[src/rtl/alarm_ctrl.sv]
// Alarm controller driven by the timer2 time-of-day outputs (binary sec/min/hour).
// Latency: alarm_o rises on the clock edge after the cycle where the match first appears; all outputs registered.
// Backpressure: none; strobes (set/snooze/stop) are single-cycle and never stalled.
//
// Ports:
//   clk_i, reset_i            clock, asynchronous active-high reset
//   sec_i, min_i, hour_i      current time of day from timer2
//   enable_i                  alarm master enable (level)
//   set_i, alarm_hour_i/min_i load alarm time (strobe + value)
//   snooze_i, stop_i          user strobes, honoured only while ringing
//   alarm_o                   ring request
//   armed_o                   armed or snoozing
//   snooze_cnt_o              snoozes used in the current alarm event
//   set_err_o                 one-cycle pulse on out-of-range set value
module alarm_ctrl #(
  parameter int RING_SECS  = 60,
  parameter int SNOOZE_MIN = 5,
  parameter int MAX_SNOOZE = 3
) (
  input  logic       clk_i,
  input  logic       reset_i,
  input  logic [5:0] sec_i,
  input  logic [5:0] min_i,
  input  logic [5:0] hour_i,
  input  logic       enable_i,
  input  logic       set_i,
  input  logic [5:0] alarm_hour_i,
  input  logic [5:0] alarm_min_i,
  input  logic       snooze_i,
  input  logic       stop_i,
  output logic       alarm_o,
  output logic       armed_o,
  output logic [2:0] snooze_cnt_o,
  output logic       set_err_o
);

  typedef enum logic [1:0] {
    S_IDLE    = 2'd0,
    S_ARMED   = 2'd1,
    S_RINGING = 2'd2,
    S_SNOOZE  = 2'd3
  } state_t;

  state_t     state_q;
  logic [5:0] al_h_q, al_m_q;
  logic [5:0] tgt_h_q, tgt_m_q;
  logic [5:0] sec_q;
  logic       match_q;
  logic [5:0] ring_cnt_q;
  logic [2:0] snooze_cnt_q;
  logic       alarm_q, armed_q, set_err_q;

  logic       tick, match, trigger;
  logic       set_in_range, set_acc;
  logic [5:0] al_h_d, al_m_d;
  logic [6:0] snz_min_sum;
  logic [5:0] hour_inc;
  logic [5:0] snz_h_d, snz_m_d;
  logic [5:0] ring_cnt_d;
  logic       snooze_exhausted;

  always_comb begin
    tick    = (sec_i != sec_q);
    match   = (hour_i == tgt_h_q) && (min_i == tgt_m_q) && (sec_i == 6'd0);
    // Edge-detect so a time held at the target cannot retrigger after stop.
    trigger = match && !match_q;

    set_in_range = (alarm_hour_i <= 6'd23) && (alarm_min_i <= 6'd59);
    set_acc      = set_i && set_in_range && (state_q != S_RINGING);

    // Alarm time as it will be after this cycle; used wherever the target
    // is reloaded so a same-cycle set is not overwritten by the old value.
    al_h_d = set_acc ? alarm_hour_i : al_h_q;
    al_m_d = set_acc ? alarm_min_i  : al_m_q;

    // Snooze target = current hh:mm + SNOOZE_MIN with minute/hour wrap.
    snz_min_sum = {1'b0, min_i} + 7'(SNOOZE_MIN);
    hour_inc    = hour_i + 6'd1;
    if (snz_min_sum >= 7'd60) begin
      snz_m_d = 6'(snz_min_sum - 7'd60);
      snz_h_d = (hour_inc == 6'd24) ? 6'd0 : hour_inc;
    end else begin
      snz_m_d = snz_min_sum[5:0];
      snz_h_d = hour_i;
    end

    ring_cnt_d       = ring_cnt_q + 6'd1;
    snooze_exhausted = (snooze_cnt_q >= 3'(MAX_SNOOZE));
  end

  always_ff @(posedge clk_i or posedge reset_i) begin
    if (reset_i) begin
      state_q      <= S_IDLE;
      al_h_q       <= 6'd0;
      al_m_q       <= 6'd0;
      tgt_h_q      <= 6'd0;
      tgt_m_q      <= 6'd0;
      sec_q        <= 6'd0;
      match_q      <= 1'b0;
      ring_cnt_q   <= 6'd0;
      snooze_cnt_q <= 3'd0;
      alarm_q      <= 1'b0;
      armed_q      <= 1'b0;
      set_err_q    <= 1'b0;
    end else begin
      sec_q     <= sec_i;
      match_q   <= match;
      set_err_q <= 1'b0;

      // Alarm programming; ringing ignores set entirely (no error pulse).
      if (set_i && (state_q != S_RINGING)) begin
        if (set_in_range) begin
          al_h_q       <= alarm_hour_i;
          al_m_q       <= alarm_min_i;
          tgt_h_q      <= alarm_hour_i;
          tgt_m_q      <= alarm_min_i;
          snooze_cnt_q <= 3'd0;
        end else begin
          set_err_q <= 1'b1;
        end
      end

      if (!enable_i) begin
        state_q      <= S_IDLE;
        alarm_q      <= 1'b0;
        armed_q      <= 1'b0;
        snooze_cnt_q <= 3'd0;
      end else begin
        case (state_q)
          S_IDLE: begin
            state_q <= S_ARMED;
            armed_q <= 1'b1;
            tgt_h_q <= al_h_d;
            tgt_m_q <= al_m_d;
          end
          S_ARMED, S_SNOOZE: begin
            if (trigger) begin
              state_q    <= S_RINGING;
              alarm_q    <= 1'b1;
              armed_q    <= 1'b0;
              ring_cnt_q <= 6'd0;
            end else if (set_acc) begin
              state_q <= S_ARMED;
            end
          end
          S_RINGING: begin
            if (stop_i || (snooze_i && snooze_exhausted) ||
                (!snooze_i && tick && (ring_cnt_d == 6'(RING_SECS)))) begin
              state_q      <= S_ARMED;
              alarm_q      <= 1'b0;
              armed_q      <= 1'b1;
              snooze_cnt_q <= 3'd0;
              tgt_h_q      <= al_h_q;
              tgt_m_q      <= al_m_q;
            end else if (snooze_i) begin
              state_q      <= S_SNOOZE;
              alarm_q      <= 1'b0;
              armed_q      <= 1'b1;
              snooze_cnt_q <= snooze_cnt_q + 3'd1;
              tgt_h_q      <= snz_h_d;
              tgt_m_q      <= snz_m_d;
            end else if (tick) begin
              ring_cnt_q <= ring_cnt_d;
            end
          end
          default: begin
            state_q <= S_IDLE;
            alarm_q <= 1'b0;
            armed_q <= 1'b0;
          end
        endcase
      end
    end
  end

  assign alarm_o      = alarm_q;
  assign armed_o      = armed_q;
  assign snooze_cnt_o = snooze_cnt_q;
  assign set_err_o    = set_err_q;

endmodule

[config.mk]
export PLATFORM = sky130hd
export DESIGN_NAME = alarm_ctrl
export DESIGN_NICKNAME = d
export VERILOG_FILES = /design/src/rtl/alarm_ctrl.sv
export SDC_FILE = /design/constraint.sdc
export NUM_CORES = 1
export LEC_CHECK = 0
export CAP_MARGIN = 20
export CORE_ASPECT_RATIO = 1.5
export CORE_MARGIN = 10
export CORE_UTILIZATION = 50
export DETAILED_ROUTE_END_ITERATION = 10
export PLACE_DENSITY = 0.86
export SETUP_SLACK_MARGIN = 0.3
export SLEW_MARGIN = 20
export SYNTH_ARGS = -nofsm -noshare
export SYNTH_HDL_FRONTEND = slang
export SYNTH_SLANG_ARGS = --single-unit
[constraint.sdc]
create_clock -name clk_i -period 1.9 [get_ports clk_i]
set_clock_uncertainty 0.15 [all_clocks]
set_input_delay 0.57 -clock clk_i [delete_from_list [all_inputs] [get_ports clk_i]]
set_output_delay 0.57 -clock clk_i [all_outputs]
set_load 0.01 [all_outputs]
==> results_dict.tcl <==
set metrics [dict create \
    status "complete, but fails checks" \
    violations "negative setup slack" \
    drt_iter0_markers 664 \
    ant_nets 0 \
    slew_viol_final 0 \
    worst-path-max-fanout 5 \
    pwr-share-comb 0.389 \
    core_area_um2 6170 \
    design.die.area_um2 10000 \
    fin_nets 584 \
    cts_max_level 2 \
    synthCells 382 \
    intPower_w 0.00192 \
    ys_ff_latch 45 \
    port_buffers 41 \
    grt_pass1_wl_um 21600 \
    initial_core_util 0.515 \
    worst_ep_required_time_ps 1980 \
    r2r-start "snooze_cnt_o[1]$_DFF_PP0_" \
    crit_chain "ha_2 > ha_2 > a211o_1 > a21oi_4 > o31a_1 > buf_4 > buf_6 > nand3_1 > o31ai_1" \
    die-height_um 118 \
    placementRows 35 \
    pin_count 42 \
    crit_start "snooze_cnt_o[1]$_DFF_PP0_" \
    whs_endpoint "sec_q[4]$_DFF_PP0_" \
    end_kind "flop" \
    period_minus_slack_ps 2390 \
    power.density_nw_per_um2 593 \
    placed_area_um2 4510 \
    cpMaxStageDelayCell "dfrtp_1" \
    path_clk_slew_ps 100 \
    ctsLongestPathBuffers 2 \
    yosys_warnings 0 \
    netSwitchingFraction 0.381 \
    vdd_ir_drop_max_uv 349 \
    wirelength_um 15400 \
    crit_top_cell "ha_2" \
    syn-num-nets 425 \
    netlist_area_um2 3180 \
    die_width_um 85.1 \
    synth_largest_area_cell "dfrtp_1" \
    fin_ws_ps -493 \
    max_freq_mhz 418 \
    criticalPathCategory "flop to flop" \
    avgViaCountPerCell 6.88 \
    wl_per_cell_um 25.1 \
    slew_headroom 0.755 \
    synth-main-ff-cell "dfrtp_1" \
    clock-root-buffer "clkbuf_8" \
    grt_setup_unrepaired "true" \
    setup_viol 28 \
    tightest_slew_ps 367 \
    vias 4241 \
    drive_above_1_share 0.452 \
    start_kind "flop" \
    drc_errors 0 \
    overflow 0 \
    synth.distinct_cells 65 \
    r2r_slack_ps -490 \
    synth-edff-count 0 \
    cts_made_buffers 5 \
    post-route-period-util 1.26 \
    avgSynthCellArea_um2 8.33 \
    grt_use_total 0.264 \
    drt-pass1-iter-count 6 \
    gp_congestion 0.957 \
    seqPwrFrac 0.397 \
    grt_start_max_net_pins 18 \
    reg2reg_to "tgt_h_q[3]$_DFF_PP0_" \
    hp-start "sec_i[4]" \
    max-cap-violations 0 \
    power_leakage_nw 2.42 \
    holdPathStages 1 \
    antenna_cells 0 \
    hold_viol 0 \
    slowest_delay_ps 410 \
    grt_pass1_vias 4153 \
    hold_path_class "input port to flop" \
    pwr-share-clk 0.214 \
    arrival_ps 2470 \
    ys_top_cells_by_area "dfrtp_1 (35%), nand2_1 (8.6%), xnor2_1 (6.1%)" \
    final_core_util 0.848 \
    hpwl_um 8160 \
    path_buf_inv 2 \
    p_sw_w 0.00118 \
    synth_top_area_frac 0.354 \
    clock_sinks 45 \
    antenna_found_initial 0 \
    area.growth.synth_to_final_pct 64.5 \
    reg2reg_depth 9 \
    cts_tree "built" \
    yosysSeqAreaShare 0.354 \
    fin_area_um2 5230 \
    async_reset_ff_frac 1.00 \
    crit_family "compound AO/OA/AOI/OAI gates" \
    clkLatencyLatePin_ps 330 \
]
## final cells by class
cell class | instances | area (um2)
clock buffer | 5 | 68.8
inverter | 10 | 41.3
timing repair buffer | 177 | 1550
tap | 74 | 92.6
sequential | 45 | 1130
fill | 274 | 941
multi-input combinational | 302 | 2330
clock inverter | 3 | 21.3
## layout by cell type, fill, tap and decap left out, types with 7 or more instances in the layout
cell             count
clkdlybuf4s50_1      9
nor2_1              17
a21oi_1             17
dfrtp_1             45
nand4_1              8
xnor2_2              8
nand3_1             16
buf_6               30
nand2_1             60
xnor2_1             14
buf_2               10
mux2i_1              8
buf_4              109
nand2_2             11
dlygate4sd2_1        7
inv_1                9
o21ai_1              8
o21ai_0             10
## sequential cells by signal, indices dropped and copies added (netlist names), 2 cells and up
signal,flops
ring_cnt_q,6
snooze_cnt_o,3
tgt_m_q,6
al_h_q,6
al_m_q,6
state_q,2
tgt_h_q,6
sec_q,6
## metrics by stage
step / instances / hold WS, ps / setup slack (ps) / total power [W] / TNS [ps]
final: 616 / 205 / -493 / 0.00310 / -8010
after detailed placement: 573 / 345 / -1250 / 0.00211 / -27300
after global placement: 573 / 329 / -1120 / 0.00206 / -26270
after floorplan: 382 / 311 / -496 / 0.00169 / -6020
after global routing: 616 / 203 / -516 / 0.00319 / -10390
after CTS: 603 / 203 / -290 / 0.00285 / -5020
## worst max-delay path by stage
| stage | endpoint | cells past startpoint |
|---|---|---|
| 6_report | tgt_h_q[3]$_DFF_PP0_ | 9 |
| 5_1_grt | tgt_h_q[0]$_DFF_PP0_ | 10 |
| 4_1_cts | tgt_h_q[0]$_DFF_PP0_ | 10 |
| 3_5_place_dp | tgt_h_q[2]$_DFF_PP0_ | 11 |
| 3_3_place_gp | tgt_m_q[3]$_DFF_PP0_ | 10 |
| 2_1_floorplan | tgt_m_q[3]$_DFF_PP0_ | 10 |
## cell usage after synthesis (all sizes together), types with 5 or more instances
cell	count
nand2	73
ha	7
o21ai	20
dfrtp	45
a31oi	7
buf	9
nor2	18
a21oi	27
clkbuf	16
mux2i	9
xnor2	22
nand3	20
o211ai	5
nand4	8
o31ai	5
inv	10
## routing by layer
layer  vias to the layer above  global-route usage  wire length [um]
met4                         0               0.206              1570
met1                      1971               0.284              4840
met3                       166              0.0499              1670
met2                       409               0.437              7360
met5                         -                   0                 0
li1                       1695                   -                 -
## power by group through the flow
| stage | clock network (W) | logic, W | registers [W] |
|---|---|---|---|
| detailed placement | 0 | 0.000908 | 0.00120 |
| floorplan | 0 | 0.000511 | 0.00118 |
| global placement | 0 | 0.000871 | 0.00119 |
| finish | 0.000664 | 0.00121 | 0.00123 |
| CTS | 0.000635 | 0.00101 | 0.00120 |
| global route | 0.000689 | 0.00127 | 0.00123 |
## kinds of logic (layout without fill, tap and decap cells)
family | count (synthesis) | count (layout) | share of synthesized area
AOI/OAI and AO/OA | 107 | 107 | 0.234
muxes | 12 | 12 | 0.0389
DFF | 45 | 45 | 0.354
buffers and inverters | 35 | 195 | 0.0448
adders and majority gates | 7 | 7 | 0.0275
and+or+nand+nor | 150 | 150 | 0.229
xor gates and xnor gates | 26 | 26 | 0.0716
## repair_timing
action                                  CTS  global route
gates resized for setup                 163            42
buffers inserted                         21            13
hold buffers                              0             0
pin swaps                                53            22
gates cloned                              1             0
endpoints found under the setup margin   44            41
Note: power is estimated with default switching activity, not from simulation.
